[src/rtl/rsa_crt_decrypt.sv]
// Sequential RSA-CRT decryption core, m = c^d mod (p*q). All arithmetic is bit-serial:
// restoring division, interleaved shift-add modmul and square-and-multiply modexp.
module rsa_crt_decrypt #(
  parameter int W  = 32,
  parameter int EW = 2*W
) (
  input  logic           clk,
  input  logic           rst,
  input  logic           start,
  input  logic [W-1:0]   p,
  input  logic [W-1:0]   q,
  input  logic [2*W-1:0] c,
  input  logic [EW-1:0]  d,
  output logic           busy,
  output logic           done,
  output logic           err,
  output logic [2*W-1:0] m,
  output logic [W-1:0]   qinv,
  output logic [W-1:0]   h
);
  localparam int DW = (2*W > EW) ? 2*W : EW;
  localparam int CW = $clog2(DW + 2) + 1;
  localparam int BW = (W > 1) ? $clog2(W) : 1;
  localparam logic [CW-1:0] CNT_W  = CW'(W);
  localparam logic [CW-1:0] CNT_DL = CW'(DW - 1);

  typedef enum logic [3:0] {IDLE, CHK, RED, EXP1, EXP2, EXP3, HCALC, MCALC, DONE} state_t;

  state_t              state_q, state_d;
  logic [W-1:0]        p_q, p_d, q_q, q_d;
  logic [2:0][DW-1:0]  dvd_q, dvd_d;
  logic [4:0][W-1:0]   rem_q, rem_d, rem_n, dvs;
  logic [4:0]          dbit;
  logic [W:0]          r2;
  logic [CW-1:0]       cnt_q, cnt_d;
  logic [BW-1:0]       bit_q, bit_d;
  logic                ph_q, ph_d;
  logic [W-1:0]        acc_q, acc_d, e_q, e_d;
  logic [W-1:0]        mm_a_q, mm_a_d, mm_b_q, mm_b_d, mm_r_q, mm_r_d;
  logic [W-1:0]        m1_q, m1_d, m2_q, m2_d, qi_q, qi_d, hi_q, hi_d;
  logic [2*W-1:0]      prod_q, prod_d, m_q, m_d;
  logic [W-1:0]        qinv_q, qinv_d, h_q, h_d;
  logic                err_q, err_d;
  logic [W-1:0]        n_s, base_s, t_s, acc_new;
  logic [W+1:0]        mm_t;
  logic [W:0]          s_s;

  assign busy = (state_q != IDLE) && (state_q != DONE);
  assign done = (state_q == DONE);
  assign err  = err_q;
  assign m    = m_q;
  assign qinv = qinv_q;
  assign h    = h_q;

  always_comb begin
    state_d = state_q;  p_d = p_q;  q_d = q_q;  dvd_d = dvd_q;  rem_d = rem_q;
    cnt_d = cnt_q;  bit_d = bit_q;  ph_d = ph_q;  acc_d = acc_q;  e_d = e_q;
    mm_a_d = mm_a_q;  mm_b_d = mm_b_q;  mm_r_d = mm_r_q;
    m1_d = m1_q;  m2_d = m2_q;  qi_d = qi_q;  hi_d = hi_q;  prod_d = prod_q;
    m_d = m_q;  qinv_d = qinv_q;  h_d = h_q;  err_d = err_q;

    // Lanes: c mod p, c mod q, d mod (p-1), d mod (q-1), q mod p (base for the inverse)
    dvs  = {p_q, q_q - W'(1), p_q - W'(1), q_q, p_q};
    dbit = {dvd_q[2][DW-1], dvd_q[1][DW-1], dvd_q[1][DW-1], dvd_q[0][DW-1], dvd_q[0][DW-1]};
    r2   = '0;
    for (int i = 0; i < 5; i++) begin
      r2 = {rem_q[i], dbit[i]};
      if (r2 >= {1'b0, dvs[i]}) r2 = r2 - {1'b0, dvs[i]};
      rem_n[i] = r2[W-1:0];
    end

    n_s = (state_q == EXP2) ? q_q : p_q;
    case (state_q)
      EXP1:    base_s = rem_q[0];
      EXP2:    base_s = rem_q[1];
      default: base_s = rem_q[4];
    endcase
    // One modmul step: r = 2r + b_msb*a, then fold back below n (value is < 3n).
    mm_t = {1'b0, mm_r_q, 1'b0} + (mm_b_q[W-1] ? {2'b00, mm_a_q} : '0);
    if (mm_t >= {1'b0, n_s, 1'b0})  mm_t = mm_t - {1'b0, n_s, 1'b0};
    else if (mm_t >= {2'b00, n_s})  mm_t = mm_t - {2'b00, n_s};
    acc_new = e_q[W-1] ? mm_r_q : acc_q;
    // (m1 - m2) mod p; acc_q holds m2 mod p during the second HCALC multiply.
    t_s = p_q - acc_q;
    s_s = {1'b0, m1_q} + {1'b0, t_s};
    if (s_s >= {1'b0, p_q}) s_s = s_s - {1'b0, p_q};

    case (state_q)
      IDLE, DONE: begin
        state_d = IDLE;
        if (start) begin
          state_d = CHK;  p_d = p;  q_d = q;
          dvd_d[0] = DW'(c);  dvd_d[1] = DW'(d);  dvd_d[2] = DW'(q);
          rem_d = '0;  cnt_d = '0;  ph_d = 1'b0;
          m_d = '0;  qinv_d = '0;  h_d = '0;  err_d = 1'b0;
        end
      end
      CHK: begin
        if (p_q < W'(3) || !p_q[0] || q_q < W'(2) || p_q == q_q) begin
          err_d = 1'b1;  state_d = DONE;
        end else state_d = RED;
      end
      RED: begin
        rem_d = rem_n;
        for (int i = 0; i < 3; i++) dvd_d[i] = {dvd_q[i][DW-2:0], 1'b0};
        cnt_d = cnt_q + CW'(1);
        if (cnt_q == CNT_DL) begin
          state_d = EXP1;  cnt_d = '0;  acc_d = W'(1);  bit_d = BW'(W-1);
          ph_d = 1'b0;  e_d = rem_n[2];
        end
      end
      EXP1, EXP2, EXP3, HCALC: begin
        cnt_d = cnt_q + CW'(1);
        if (cnt_q == '0) begin
          mm_r_d = '0;
          if (state_q == HCALC) begin
            mm_a_d = ph_q ? qi_q : W'(1);
            mm_b_d = ph_q ? s_s[W-1:0] : m2_q;
          end else begin
            mm_a_d = acc_q;
            mm_b_d = ph_q ? base_s : acc_q;
          end
        end else if (cnt_q <= CNT_W) begin
          mm_r_d = mm_t[W-1:0];
          mm_b_d = mm_b_q << 1;
        end else begin
          cnt_d = '0;
          ph_d  = ~ph_q;
          if (!ph_q) acc_d = mm_r_q;
          else if (state_q == HCALC) begin
            hi_d = mm_r_q;  state_d = MCALC;
          end else begin
            // Multiply is always performed; its result is kept only for a set bit.
            acc_d = acc_new;  e_d = e_q << 1;  bit_d = bit_q - BW'(1);
            if (bit_q == '0) begin
              acc_d = W'(1);  bit_d = BW'(W-1);
              case (state_q)
                EXP1:    begin m1_d = acc_new; state_d = EXP2; e_d = rem_q[3]; end
                EXP2:    begin m2_d = acc_new; state_d = EXP3; e_d = p_q - W'(2); end
                default: begin qi_d = acc_new; state_d = HCALC; end
              endcase
            end
          end
        end
      end
      MCALC: begin
        cnt_d = cnt_q + CW'(1);
        if (cnt_q == '0) begin
          prod_d = '0;  mm_b_d = hi_q;
        end else if (cnt_q <= CNT_W) begin
          prod_d = {prod_q[2*W-2:0], 1'b0} + (mm_b_q[W-1] ? {{W{1'b0}}, q_q} : '0);
          mm_b_d = mm_b_q << 1;
        end else begin
          m_d = prod_q + {{W{1'b0}}, m2_q};
          qinv_d = qi_q;  h_d = hi_q;  cnt_d = '0;  state_d = DONE;
        end
      end
      default: state_d = IDLE;
    endcase
  end

  always_ff @(posedge clk or posedge rst) begin
    if (rst) begin
      state_q <= IDLE;  p_q <= '0;  q_q <= '0;  dvd_q <= '0;  rem_q <= '0;
      cnt_q <= '0;  bit_q <= '0;  ph_q <= 1'b0;  acc_q <= '0;  e_q <= '0;
      mm_a_q <= '0;  mm_b_q <= '0;  mm_r_q <= '0;
      m1_q <= '0;  m2_q <= '0;  qi_q <= '0;  hi_q <= '0;  prod_q <= '0;
      m_q <= '0;  qinv_q <= '0;  h_q <= '0;  err_q <= 1'b0;
    end else begin
      state_q <= state_d;  p_q <= p_d;  q_q <= q_d;  dvd_q <= dvd_d;  rem_q <= rem_d;
      cnt_q <= cnt_d;  bit_q <= bit_d;  ph_q <= ph_d;  acc_q <= acc_d;  e_q <= e_d;
      mm_a_q <= mm_a_d;  mm_b_q <= mm_b_d;  mm_r_q <= mm_r_d;
      m1_q <= m1_d;  m2_q <= m2_d;  qi_q <= qi_d;  hi_q <= hi_d;  prod_q <= prod_d;
      m_q <= m_d;  qinv_q <= qinv_d;  h_q <= h_d;  err_q <= err_d;
    end
  end
endmodule
[config.mk]
export PLATFORM = sky130hd
export DESIGN_NAME = rsa_crt_decrypt
export DESIGN_NICKNAME = d
export VERILOG_FILES = /design/src/rtl/rsa_crt_decrypt.sv
export SDC_FILE = /design/constraint.sdc
export NUM_CORES = 2
export LEC_CHECK = 0
export CAP_MARGIN = 20
export CORE_UTILIZATION = 41
export DETAILED_ROUTE_END_ITERATION = 10
export PLACE_DENSITY = 0.65
export SLEW_MARGIN = 20
export SYNTH_ARGS = -nofsm -noshare
export SYNTH_HDL_FRONTEND = slang
export SYNTH_SLANG_ARGS = --single-unit
[constraint.sdc]
create_clock -name clk -period 44.7 [get_ports clk]
set_input_delay 13.41 -clock clk [delete_from_list [all_inputs] [get_ports clk]]
set_output_delay 13.41 -clock clk [all_outputs]
set_load 0.01 [all_outputs]
==> impl_metrics.tcl <==
set metrics [dict create \
    status "finished, final reports clean" \
    cp-start-kind "register" \
    clock_latency_ns 0.79 \
    dpl.hpwl_um 199500 \
    setup_slack_ns 28.33 \
    rows 146 \
    finalSetupViolCount 0 \
    clockRootBuffer "clkbuf_16" \
    ys_ff_latch 915 \
    min_path_type "register to register" \
    syn_avg_cell_area_um2 8.337 \
    crit_path_end_kind "primary output" \
    synth.distinct_cells 103 \
    synth-simple-area-share_pct 18.74 \
    synth-edff-count 0 \
    ys.flop_type "dfrtp_1" \
    post_cts_buffers 0 \
    overflow 0 \
    tritoncts "yes" \
    rsz0062_at_grt "false" \
    yosys-mux-area-fraction_pct 3.224 \
    worst_path_max_delay_cell "clkdlybuf4s50_1" \
    clock_sinks 915 \
    crit_fanout 16 \
    wl_um 266100 \
    path_cells "nor3_1 -> and2_1 -> clkdlybuf4s50_1" \
    dieArea_um2 161100 \
    core_area_um2 158400 \
    min_period_ns 16.37 \
    grt_max_degree 146 \
    grt_util_all_layers_pct 32.28 \
    clk_pin_slew_worst_paths_ns 0.06 \
    slew-limit-headroom_pct 23.77 \
    antenna_found_initial 8 \
    final.setup_skew_ns 0.04659 \
    crit_type "register to primary output" \
    tightest_slew_ns 1.129 \
    fin_nets 8568 \
    maxCapViolCount 0 \
    crit_buf_inv 1 \
    ys_warn_count 0 \
    ys_seq_area_share_pct 35.02 \
    synth_top_cell_by_area "dfrtp_1" \
    synth_top_area_share_pct 35.02 \
    antenna_left 0 \
    synthAdderAreaFrac_pct 8.473 \
    grt_pass1_vias 59010 \
    arrival_ns 2.96 \
    syn_inst 7843 \
    ctsHtreeMaxLevel 3 \
    fmax_ghz 0.06110 \
    drive_above_1_share_pct 5.285 \
    period_share_pct 36.61 \
    numPortBuffers 325 \
    ys_top_cells_by_area "dfrtp_1 35%, ha_1 8.1%, nand2_1 6.9%" \
    syn_area_um2 65390 \
    hold_viol_final 0 \
    die_h_um 401.4 \
    routedWlPerCell_um 26.36 \
    pre_cts_slack_ns 27.45 \
    critPathTopFamily "simple AND/OR/NAND/NOR gates" \
    drc 0 \
    grt_pass1_wl_um 392500 \
    area_delta_synth_final_pct 13.37 \
    die_x_um 401.4 \
    max_stage_delay_ns 0.62 \
    clock_path_buffers 3 \
    io_pins 326 \
    postCtsHoldBufs 0 \
    slew_violations 0 \
    drt_iter0_markers 6807 \
    viasPerCell 6.219 \
    synth_fp_nets 8473 \
    ctsResizeCount 0 \
    ys_async_sr_fraction_pct 100.0 \
    gp_congestion 0.9984 \
    synth_top_family_by_area "compound AO/OA/AOI/OAI gates" \
    synth-xor-area-share_pct 6.523 \
    drtPass1Iterations 6 \
    initial_core_util_pct 41.29 \
    regToRegSetupSlack_ns 34.98 \
    worstPathRequired_ns 31.29 \
    synth-compound-area-share_pct 23.94 \
    numCtsBuffers 109 \
    vias 62800 \
    fin_setup_tns_ns 0 \
]
[tightest hold or removal path: stages (launching register included)]
cell     delay [ns]
dfrtp_1        0.34
nand2_1        0.05
nand3_1        0.06
[cells in the mapped netlist (all sizes together), types with 37 or more instances]
master and n:
o311ai 45, o31ai 55, nand2b 56, xor2 136, o21ai 661, o21a 64, nor4 37, mux2i 169
a21o 190, nor2b 51, nand3 285, nor3 148, nand2 1207, inv 239, xnor2 351, or3 49
nor2 517, nand4 88, o211ai 64, and2 94, a31oi 251, o21bai 56, a211oi 55, a32oi 46
buf 38, a221oi 51, a22o 114, and3 67, ha 422, a21oi 470, dfrtp 915, clkbuf 412
[through the flow]
step | hold slack, ns | std cells | util (%) | instance area [um^2]
detailed placement | 0.4651 | 9897 | 44.51 | 70500
finish | 0.4755 | 10100 | 46.81 | 74130
global route | 0.4900 | 10090 | 46.80 | 74120
global placement | 0.4584 | 9897 | 44.51 | 70500
CTS | 0.4788 | 10090 | 46.77 | 74070
floorplan | 0.4484 | 7843 | - | 65390
[kinds of logic (layout without fill, tap and decap cells)]
family / after synthesis / count (layout)
other cells: 0 / 4
flops: 915 / 915
simple gates: 2700 / 2700
buf+inv: 693 / 872
fa+ha+maj: 435 / 435
mux: 205 / 205
compound gates: 2408 / 2408
xor+xnor: 487 / 487
[cell usage in the layout, fill, tap and decap left out, drive strengths merged, types with 35 or more instances in the layout]
cell / n
nor2: 517
a21oi: 470
clkdlybuf4s50: 325
a22o: 114
buf: 111
a31oi: 251
o31ai: 55
dfrtp: 915
nor3: 148
a32oi: 46
mux2: 35
nand4: 88
o21ai: 661
xnor2: 351
nand3: 285
o311ai: 45
a211oi: 55
clkbuf: 141
nor2b: 51
a21o: 190
mux2i: 169
nand2b: 56
or3: 49
inv: 242
and2: 94
ha: 422
a221oi: 51
nand2: 1207
o21bai: 56
clkinv: 42
and3: 67
xor2: 136
o211ai: 64
nor4: 37
o21a: 64
[state kept, by name, summed over array words and instances, names as in the netlist, 3 cells and up]
signal,cells
m2_q,32
cnt_q,8
prod_q,64
m1_q,32
h,32
q_q,32
rem_q,160
e_q,32
mm_b_q,32
dbit,3
mm_a_q,32
bit_q,5
m,64
hi_q,32
qinv,32
mm_r_q,32
acc_q,32
state_q,4
dvd_q,189
p_q,32
qi_q,32
[per-layer routing]
| layer | GRT usage (%) | wire length (um) | vias up |
|---|---|---|---|
| li1 | - | - | 28630 |
| met1 | 44.06 | 111600 | 30460 |
| met2 | 46.85 | 110000 | 3105 |
| met3 | 6.505 | 24890 | 597 |
| met4 | 19.67 | 19550 | 8 |
| met5 | 0 | 59 | - |
[worst paths after layout]
| path | startpoint | to | cells after the start |
|---|---|---|---|
| worst max-delay path | state_q[1]$_DFFE_PP0P_ | done | 3 |
| worst min-delay path | m[49]$_DFFE_PP0P_ | m[49]$_DFFE_PP0P_ | 2 |
| worst max register to register | p_q[0]$_DFFE_PP0P_ | mm_b_q[26]$_DFFE_PP0P_ | 32 |
| worst min register to register | m[49]$_DFFE_PP0P_ | m[49]$_DFFE_PP0P_ | 2 |
| max in group asynchronous | rst | h[4]$_DFFE_PP0P_ | 5 |
| min in group asynchronous | rst | dvd_q[101]$_DFFE_PP0P_ | 2 |
[layout make-up]
type                    count  area, um^2
flip-flops and latches    915       22900
fillers                 15440       84250
clock inverters            54       576.8
repair buffers            436        4144
clock buffers             141        2998
well taps                2072        2592
diodes                      4       10.01
inverters                 241       912.1
multi-input cells        6235       40000
Power is not shown: default switching activity piles up to over one toggle a cycle in this logic, so the estimate is an artifact.
